--- config.mk ---
export PLATFORM = sky130hd
export DESIGN_NAME = nuc_mem_writer_flat
export DESIGN_NICKNAME = d
export VERILOG_FILES = /design/src/rtl/nuc_mem_writer_pkg.sv /design/src/rtl/nuc_mem_writer_if.sv /design/src/rtl/nuc_mem_writer_packer.sv /design/src/rtl/nuc_mem_writer.sv /design/src/flat_wrapper.sv
export SDC_FILE = /design/constraint.sdc
export NUM_CORES = 1
export LEC_CHECK = 0
export CORE_MARGIN = 2
export CORE_UTILIZATION = 52
export DETAILED_ROUTE_END_ITERATION = 10
export MAX_ROUTING_LAYER = met4
export PLACE_DENSITY_LB_ADDON = 0.12
export REMOVE_ABC_BUFFERS = 1
export SLEW_MARGIN = 10
export SYNTH_ARGS = -nofsm -noshare
export SYNTH_HDL_FRONTEND = slang
export SYNTH_HIERARCHICAL = 1
export SYNTH_SLANG_ARGS = --single-unit
--- constraint.sdc ---
create_clock -name clock -period 2.4 [get_ports clock]
set_input_delay 0.36 -clock clock [delete_from_list [all_inputs] [get_ports clock]]
set_output_delay 0.36 -clock clock [all_outputs]
set_load 0.01 [all_outputs]
--- src/rtl/nuc_mem_writer_pkg.sv ---
// Shared types and constants for the nucleotide memory writer.
// Nucleotide codes, default packing geometry and the writer FSM state type.
package nuc_pkg;

    localparam int NW_DEF   = 2;
    localparam int PACK_DEF = 4;

    localparam logic [1:0] NUC_A = 2'b00;
    localparam logic [1:0] NUC_C = 2'b01;
    localparam logic [1:0] NUC_G = 2'b10;
    localparam logic [1:0] NUC_T = 2'b11;

    typedef enum logic [1:0] {IDLE, LOAD, DONE} writer_state_t;

endpackage

--- src/rtl/nuc_mem_writer_if.sv ---
// Nucleotide stream input and memory write port of the writer.
// Stream handshake: a beat transfers on a rising clock edge where nuc_valid && nuc_ready;
// nuc_in/nuc_last are only meaningful while nuc_valid is high, and nuc_ready does not depend on nuc_valid.
interface nuc_mem_writer_if #(
    parameter int NW = 2,
    parameter int DW = 8,
    parameter int AW = 12
);
    logic [NW-1:0] nuc_in;
    logic          nuc_valid;
    logic          nuc_last;
    logic          nuc_ready;
    logic          mem_we;
    logic [AW-1:0] mem_addr;
    logic [DW-1:0] mem_wdata;

    modport master (
        input  nuc_in, nuc_valid, nuc_last,
        output nuc_ready, mem_we, mem_addr, mem_wdata
    );

    modport slave (
        output nuc_in, nuc_valid, nuc_last,
        input  nuc_ready, mem_we, mem_addr, mem_wdata
    );
endinterface

--- src/rtl/nuc_mem_writer_packer.sv ---
// Slot counter and pack register: places nucleotides MSB-first into a word and
// flags the accept that completes it (full word or last beat, low slots zero-padded).
module nuc_packer
    import nuc_pkg::*;
#(
    parameter int NW   = NW_DEF,
    parameter int PACK = PACK_DEF,
    parameter int DW   = NW * PACK
) (
    input  logic          clock,
    input  logic          reset,
    input  logic          clear,
    input  logic          accept,
    input  logic [NW-1:0] nuc_in,
    input  logic          last,
    output logic [DW-1:0] word,
    output logic          word_done
);
    localparam int SW = (PACK > 1) ? $clog2(PACK) : 1;

    logic [SW-1:0] r_slot;
    logic [DW-1:0] r_pack;
    logic [DW-1:0] w_word;

    // Current beat merged into its slot; earlier slots come from r_pack, later ones are still zero.
    always_comb begin
        w_word = r_pack;
        for (int k = 0; k < PACK; k++) begin
            if (r_slot == SW'(k)) begin
                w_word[DW-1-NW*k -: NW] = nuc_in;
            end
        end
    end

    assign word      = w_word;
    assign word_done = accept && ((r_slot == SW'(PACK - 1)) || last);

    always_ff @(posedge clock) begin
        if (reset || clear) begin
            r_slot <= '0;
            r_pack <= '0;
        end else if (accept) begin
            if (word_done) begin
                r_slot <= '0;
                r_pack <= '0;
            end else begin
                r_slot <= r_slot + SW'(1);
                r_pack <= w_word;
            end
        end
    end
endmodule

--- src/rtl/nuc_mem_writer.sv ---
// Streaming loader: packs 2-bit nucleotides into words and writes them to
// sequential addresses from 0, ending on the last beat or when memory is full.
module nuc_mem_writer
    import nuc_pkg::*;
#(
    parameter int NW   = NW_DEF,
    parameter int PACK = PACK_DEF,
    parameter int DW   = NW * PACK,
    parameter int W    = 4096,
    parameter int AW   = $clog2(W)
) (
    input  logic              clock,
    input  logic              reset,
    input  logic              start,
    nuc_mem_writer_if.master  nuc_bus,
    output logic [AW:0]       word_count,
    output logic              done,
    output logic              full,
    output writer_state_t     o_dbg_state
);
    writer_state_t r_state, w_next;
    logic [AW-1:0] r_addr;
    logic [AW-1:0] r_mem_addr;
    logic [DW-1:0] r_wdata;
    logic          r_we;
    logic [AW:0]   r_count;
    logic          r_done;
    logic          r_full;

    logic          w_ready;
    logic          w_accept;
    logic          w_clear;
    logic          w_at_end;
    logic [DW-1:0] w_word;
    logic          w_word_done;

    assign w_ready  = (r_state == LOAD);
    assign w_accept = nuc_bus.nuc_valid && w_ready;
    assign w_clear  = start && (r_state != LOAD);
    assign w_at_end = (r_addr == AW'(W - 1));

    nuc_packer #(.NW(NW), .PACK(PACK), .DW(DW)) u_packer (
        .clock     (clock),
        .reset     (reset),
        .clear     (w_clear),
        .accept    (w_accept),
        .nuc_in    (nuc_bus.nuc_in),
        .last      (nuc_bus.nuc_last),
        .word      (w_word),
        .word_done (w_word_done)
    );

    always_comb begin
        w_next = r_state;
        unique case (r_state)
            IDLE:    if (start) w_next = LOAD;
            LOAD:    if (w_word_done && (nuc_bus.nuc_last || w_at_end)) w_next = DONE;
            DONE:    if (start) w_next = LOAD;
            default: w_next = IDLE;
        endcase
    end

    // Reset wins over a write completing on the same edge, so no stray strobe escapes.
    always_ff @(posedge clock) begin
        if (reset) begin
            r_state    <= IDLE;
            r_addr     <= '0;
            r_mem_addr <= '0;
            r_wdata    <= '0;
            r_we       <= 1'b0;
            r_count    <= '0;
            r_done     <= 1'b0;
            r_full     <= 1'b0;
        end else begin
            r_state <= w_next;
            r_we    <= w_word_done;
            if (w_clear) begin
                r_addr  <= '0;
                r_count <= '0;
                r_done  <= 1'b0;
                r_full  <= 1'b0;
            end else if (w_word_done) begin
                r_mem_addr <= r_addr;
                r_wdata    <= w_word;
                r_count    <= r_count + (AW+1)'(1);
                if (!w_at_end) begin
                    r_addr <= r_addr + AW'(1);
                end
                if (nuc_bus.nuc_last || w_at_end) begin
                    r_done <= 1'b1;
                    r_full <= !nuc_bus.nuc_last;
                end
            end
        end
    end

    assign nuc_bus.nuc_ready = w_ready;
    assign nuc_bus.mem_we    = r_we;
    assign nuc_bus.mem_addr  = r_mem_addr;
    assign nuc_bus.mem_wdata = r_wdata;
    assign word_count        = r_count;
    assign done              = r_done;
    assign full              = r_full;
    assign o_dbg_state       = r_state;
endmodule

--- src/flat_wrapper.sv ---
// flat-port wrapper written by rule: the top's interface ports become plain ports
module nuc_mem_writer_flat import nuc_pkg::*;
#(
    parameter int NW   = NW_DEF,
    parameter int PACK = PACK_DEF,
    parameter int DW   = NW * PACK,
    parameter int W    = 4096,
    parameter int AW   = $clog2(W)
)
  (clock, reset, start, word_count, done, full, o_dbg_state, nuc_bus_nuc_in, nuc_bus_nuc_valid, nuc_bus_nuc_last, nuc_bus_nuc_ready, nuc_bus_mem_we, nuc_bus_mem_addr, nuc_bus_mem_wdata);
  nuc_mem_writer_if #(.NW(NW), .DW(DW), .AW(AW)) nuc_bus_i ();
  input  logic clock;
  input  logic reset;
  input  logic start;
  output logic [AW:0] word_count;
  output logic done;
  output logic full;
  output writer_state_t o_dbg_state;
  input wire logic [$bits(nuc_bus_i.nuc_in)-1:0] nuc_bus_nuc_in;
  input wire logic [$bits(nuc_bus_i.nuc_valid)-1:0] nuc_bus_nuc_valid;
  input wire logic [$bits(nuc_bus_i.nuc_last)-1:0] nuc_bus_nuc_last;
  output wire logic [$bits(nuc_bus_i.nuc_ready)-1:0] nuc_bus_nuc_ready;
  output wire logic [$bits(nuc_bus_i.mem_we)-1:0] nuc_bus_mem_we;
  output wire logic [$bits(nuc_bus_i.mem_addr)-1:0] nuc_bus_mem_addr;
  output wire logic [$bits(nuc_bus_i.mem_wdata)-1:0] nuc_bus_mem_wdata;
  assign nuc_bus_i.nuc_in = nuc_bus_nuc_in;
  assign nuc_bus_i.nuc_valid = nuc_bus_nuc_valid;
  assign nuc_bus_i.nuc_last = nuc_bus_nuc_last;
  assign nuc_bus_nuc_ready = nuc_bus_i.nuc_ready;
  assign nuc_bus_mem_we = nuc_bus_i.mem_we;
  assign nuc_bus_mem_addr = nuc_bus_i.mem_addr;
  assign nuc_bus_mem_wdata = nuc_bus_i.mem_wdata;
  nuc_mem_writer #(.NW(NW), .PACK(PACK), .DW(DW), .W(W), .AW(AW)) u_core (.clock(clock), .reset(reset), .start(start), .nuc_bus(nuc_bus_i), .word_count(word_count), .done(done), .full(full), .o_dbg_state(o_dbg_state));
endmodule
# == After elaboration in Yosys (flattened, before gate mapping) ==
# Cells that the tools add are included.
# word_totals
out_inout_bits,39
input_bits,7
reg_bits,60
# op_classes
eq_ne,9
add_sub_neg,3
n_bitwise,2
n_mux,9
reduce_logical,16
# op_table
op,count
2-to-1 mux 2 bit,7
adder 13 x 1 -> 13 bit (second input constant),1
adder 12 x 1 -> 12 bit (second input constant),1
== test 12 bit (second input constant),1
2-to-1 mux 8 bit,1
AND reduction 2 bit,4
== test 2 bit (second input constant),3
== test 2 x 1 -> 1 bit (second input constant),2
logical AND 1 bit,4
zero test 2 bit,2
inequality test 2 x 1 -> 1 bit (second input constant),2
case mux 2 bit (2 select lines),1
OR reduction 2 bit,2
logical OR 1 bit,3
adder 2 x 1 -> 2 bit (second input constant),1
inequality test 2 bit (second input constant),1
inverter 1 bit,2
zero test 1 bit,1

# == Logic depth before layout (Yosys ltp) ==
# Gate-level depths: netlist of the first run.
# logic_depth
depth_word,6
mapped_depth,10
mapped_depth_nobuf,9

# == By module ==
# Netlist of the first run, hierarchy kept.
# modules_own_cells
module,area_per_inst_um2,cells_per_inst,n_inst,seq_area_each_um2
nuc_mem_writer,2058.2,220,1,1001.0
nuc_packer,498.0,49,1,200.2

# == Worst setup path after synthesis of the first run ==
# No wires, ideal clock.
# synth_timing
kind,reg2reg
start,register u_core.r_state[1] (netlist: u_core/o_dbg_state[1])
end,register u_core.r_addr[11]
path_buffers,0
t_arrival_ps,2119
stages_incl_launch_ff,10
required_time_ps,2329
path_slack_ps,210
setup_time_ps,71
path_cell_list,dfxtp_1 nand2b_1 inv_1 and2_1 o21ai_0 inv_1 nand2_1 or3_4 or4_1 a21oi_1
# synth_between
elab_chain_cells,4
# synth_lines
element,line_no,text
from (decl),nuc_mem_writer.sv:21,"writer_state_t r_state, w_next;"
from (signal assigned),nuc_mem_writer.sv:75,r_state <= w_next;
== test 2 x 1 -> 1 bit,nuc_mem_writer.sv:37,assign w_ready = (r_state == LOAD);
via nuc_bus_nuc_ready,flat_wrapper.sv:22,output wire logic [$bits(nuc_bus_i.nuc_ready)-1:0] nuc_bus_nuc_ready;
logical AND 1 bit,nuc_mem_writer.sv:38,assign w_accept = nuc_bus.nuc_valid && w_ready;
via u_core.w_accept,nuc_mem_writer.sv:31,logic w_accept;
logical AND 1 bit,nuc_mem_writer_packer.sv:36,assign word_done = accept && ((r_slot == SW'(PACK - 1)) || last);
via u_core.w_word_done,nuc_mem_writer.sv:35,logic w_word_done;
AND reduction 2 bit (no source line),n/a,
to (signal assigned),nuc_mem_writer.sv:87,r_addr <= r_addr + AW'(1);
to (decl),nuc_mem_writer.sv:22,logic [AW-1:0] r_addr;
# The timed path passes the listed nets, and every way through them passes these cells.
# A chain may end at the register's enable or synchronous reset.

# == Worst setup path after layout of the first run ==
# layout_timing
start,register u_core.r_state[1] (netlist: u_core/o_dbg_state[1])
end,register u_core.r_addr[11]
# layout_between
elab_chain_cells,4
# layout_lines
element,line_no
== test 2 x 1 -> 1 bit,nuc_mem_writer.sv:37
logical AND 1 bit,nuc_mem_writer.sv:38
via u_core.w_accept,nuc_mem_writer.sv:31
logical AND 1 bit,nuc_mem_writer_packer.sv:36
via u_core.w_word_done,nuc_mem_writer.sv:35
AND reduction 2 bit (no source line),n/a
# The timed path passes the listed nets, and every way through them passes these cells.

==> flow_metrics.env, run 1 <==
export IMPL_status="complete, no violations"
export IMPL_io_buffers=45
export IMPL_slew_viol_final=0
export IMPL_cts_buffer_depth=2
export IMPL_cp_max_fo=3
export IMPL_hold_path_cell_count=1
export IMPL_dp_hpwl_um=3660
export IMPL_clk_root_buffer_cell="clkbuf_8"
export IMPL_cp_data_arrival_time_ps=2390
export IMPL_cts_buffers=9
export IMPL_cap_violations=0
export IMPL_drive_gt1_share_pct=11.6
export IMPL_synth_edff_count=0
export IMPL_postCtsHoldBufs=0
export IMPL_async_flop_share_pct=0
export IMPL_synth_compound_area_share_pct=8.13
export IMPL_ys_seq_elements=60
export IMPL_die_h_um=74.1
export IMPL_dp_slack_ps=37.3
export IMPL_synthAdderAreaFrac_pct=2.94
export IMPL_critPathKind="reg2reg"
export IMPL_io_pins=46
export IMPL_seqPwrFrac_pct=53.4
export IMPL_ys_warnings_count=6
export IMPL_tightestPinTransition_ps=733
export IMPL_fp_dieW_um=74.1
export IMPL_coreArea_mm2=0.00472
export IMPL_antenna_found_initial=0
export IMPL_hold_class="reg2reg"
export IMPL_rows=25
export IMPL_netlist_area_mm2=0.00256
export IMPL_cts_setup_buffers=0
export IMPL_final_area_mm2=0.00330
export IMPL_cp_slowest_cell="or4_1"
export IMPL_place_area_mm2=0.00313
export IMPL_p_clk_share_pct=40.1
export IMPL_leakagePower_uw=0.00122
export IMPL_endpoint_kind="flip-flop"
export IMPL_grt_pass1_vias=1797
export IMPL_cts_resized=0
export IMPL_area_growth_pct=28.9
export IMPL_die_area_mm2=0.00549
export IMPL_start_kind="flip-flop"
export IMPL_syn_inst=269
export IMPL_clkSlewWorstSetupHoldPaths_ps=60
export IMPL_slew_headroom_pct=51.1
export IMPL_synth_seq_area_share_pct=47.0
export IMPL_drc=0
export IMPL_reg2regPathDepth=9
export IMPL_setup_viol=0
export IMPL_period_needed_ps=2130
export IMPL_synthSimpleGateAreaFrac_pct=21.3
export IMPL_critPathRequiredTime_ps=2660
export IMPL_grt_start_max_net_pins=17
export IMPL_gp_congestion=0.818
export IMPL_synth_flop_cell="dfxtp_1"
export IMPL_finalHoldViolCount=0
export IMPL_routedWlPerCell_um=12.9
export IMPL_grt_setup_unrepaired="false"
export IMPL_synth_top_family_by_area="simple AND/OR/NAND/NOR gates"
export IMPL_switching_share_pct=22.7
export IMPL_synth_distinct_cells=42
export IMPL_power_density_mw_per_mm2=572
export IMPL_nets=337
export IMPL_ant_nets=0
export IMPL_cts_htree_levels=3
export IMPL_grt_pass1_wl_um=8110
export IMPL_synth_xor_area_share_pct=4.80
export IMPL_min_period_over_period_pct=88.9
export IMPL_routed_wirelength_um=5090
export IMPL_grt_ovfl_total=0
export IMPL_path_common_cell="inv_1"
export IMPL_drtIter0Drc=111
export IMPL_drtPass1Iterations=4
export IMPL_skew_ps=5.24
export IMPL_p_int_uw=1460
export IMPL_critPathMaxStageDelay_ps=510
export IMPL_diodes=0
export IMPL_final_common_cell="dfxtp_1"
export IMPL_combPwrFrac_pct=6.5
export IMPL_p_switching_uw=428
export IMPL_via_count=2042
export IMPL_peakVddDrop_uv=447
export IMPL_routed_via_density=5.16
export IMPL_path_cells="nand2b_1, inv_1, and2_1, o21ai_0, inv_1, nand2_1, or3_4, or4_1, a21oi_1"
export IMPL_synth_mux_area_share_pct=12.9
export IMPL_final_setup_tns_ps=0
export IMPL_tritoncts="done"
export IMPL_layout_common_cells="60 x dfxtp_1, 51 x nor2_1, 45 x clkdlybuf4s50_1"
export IMPL_finalPower_uw=1890
export IMPL_clk_latency_ps=320
export IMPL_fin_cells=396
export IMPL_fmax_mhz=469
export IMPL_start_util_pct=54.1
export IMPL_dp_cells=380
export IMPL_cts_sinks=60
export IMPL_syn_area_per_cell_um2=9.50
export IMPL_track_usage_pct=19.8
export IMPL_timing_final_ws_setup_ps=266
-- through the flow --
step           utilization [%]  hold slack (ps)
2_1_floorplan                -              429
3_3_place_gp              66.3              459
3_5_place_dp              66.3              461
4_1_cts                   69.8              474
5_1_grt                   69.8              498
6_report                  69.8              475
-- state kept, by name, indices dropped and copies added, names as in the netlist --
name,count
u_core/done,1
u_core/full,1
u_core/nuc_bus.mem_addr,12
u_core/nuc_bus.mem_wdata,8
u_core/nuc_bus.mem_we,1
u_core/o_dbg_state,2
u_core/r_addr,12
u_core/u_packer/r_pack,8
u_core/u_packer/r_slot,2
u_core/word_count,13
-- power groups by stage --
| stage | Combinational [uW] | Sequential (uW) | Clock (uW) |
|---|---|---|---|
| final | 123 | 1010 | 756 |
| after global routing | 134 | 1010 | 821 |
| after global placement | 122 | 1030 | 0 |
| after floorplan | 58.7 | 1030 | 0 |
| after CTS | 123 | 1010 | 776 |
| after detailed placement | 123 | 1030 | 0 |
-- routing by layer --
layer | vias up | wire (um) | track usage [%]
met5 | - | 0 | -
met4 | 0 | 54 | 8.48
met3 | 5 | 218 | 4.07
met2 | 36 | 2350 | 30.3
met1 | 953 | 2470 | 25.5
li1 | 1048 | - | -
-- Yosys cell counts, types with 3 or more instances --
master     n  area, um2
dfxtp_1   60       1200
nor2_1    51        191
mux2i_1   24        240
nand2_1   13       48.8
nand3_1   12       60.1
clkbuf_1  10       37.5
xor2_1    10       87.6
mux2_2     8       90.1
a22oi_1    7       52.6
ha_1       6       75.1
inv_1      6       22.5
o21ai_0    6       30.0
and4_1     5       43.8
nand4_1    5       31.3
a21oi_1    4       20.0
and3_1     4       25.0
xnor2_1    4       35.0
and2_1     3       18.8
o211ai_1   3       22.5
o31ai_1    3       22.5
-- worst max-delay path, delay by kind of cell (launching register included) --
kind | cells | cell delay [ps]
AOI/OAI and AO/OA | 2 | 310
buffers and inverters | 2 | 190
DFF | 1 | 320
and+or+nand+nor | 5 | 1240
-- final cells by class --
class	count	area, um2
fill	386	1430
multi-input combinational	190	1280
clock buffer	14	153
timing repair buffer	57	541
sequential	60	1200
inverter	6	22.5
tap	67	83.8
clock inverter	2	10.0
-- path summary, 6_finish.rpt --
kind | from | endpoint | slack, ps
worst min register to register | u_core/o_dbg_state[0] | u_core/o_dbg_state[0] | 470
worst max-delay path | u_core/o_dbg_state[1] | u_core/r_addr[11] | 270
worst max register to register | u_core/o_dbg_state[1] | u_core/r_addr[11] | 270
worst min-delay path | u_core/o_dbg_state[0] | u_core/o_dbg_state[0] | 470
-- cell families (layout without fill, tap and decap cells) --
logic type	count (synthesis)	count (layout)
multiplexers	32	32
AO/OA/AOI/OAI	30	30
buffers and inverters	19	79
adder cells (fa/ha/maj)	6	6
XOR/XNOR	14	14
AND/OR/NAND/NOR	108	108
flip-flops	60	60
Power figures use the tool's default switching activity.
==> inputs of run 2 (changes only) <==
--- a/config.mk
+++ b/config.mk
@@ -11,6 +11,7 @@
 export MAX_ROUTING_LAYER = met4
 export PLACE_DENSITY_LB_ADDON = 0.12
 export REMOVE_ABC_BUFFERS = 1
+export SKIP_LAST_GASP = 1
 export SLEW_MARGIN = 10
 export SYNTH_ARGS = -nofsm -noshare
 export SYNTH_HDL_FRONTEND = slang
==> results of run 2 <==
Same layout as run 1: the final DEF is identical, and so are final timing and power.
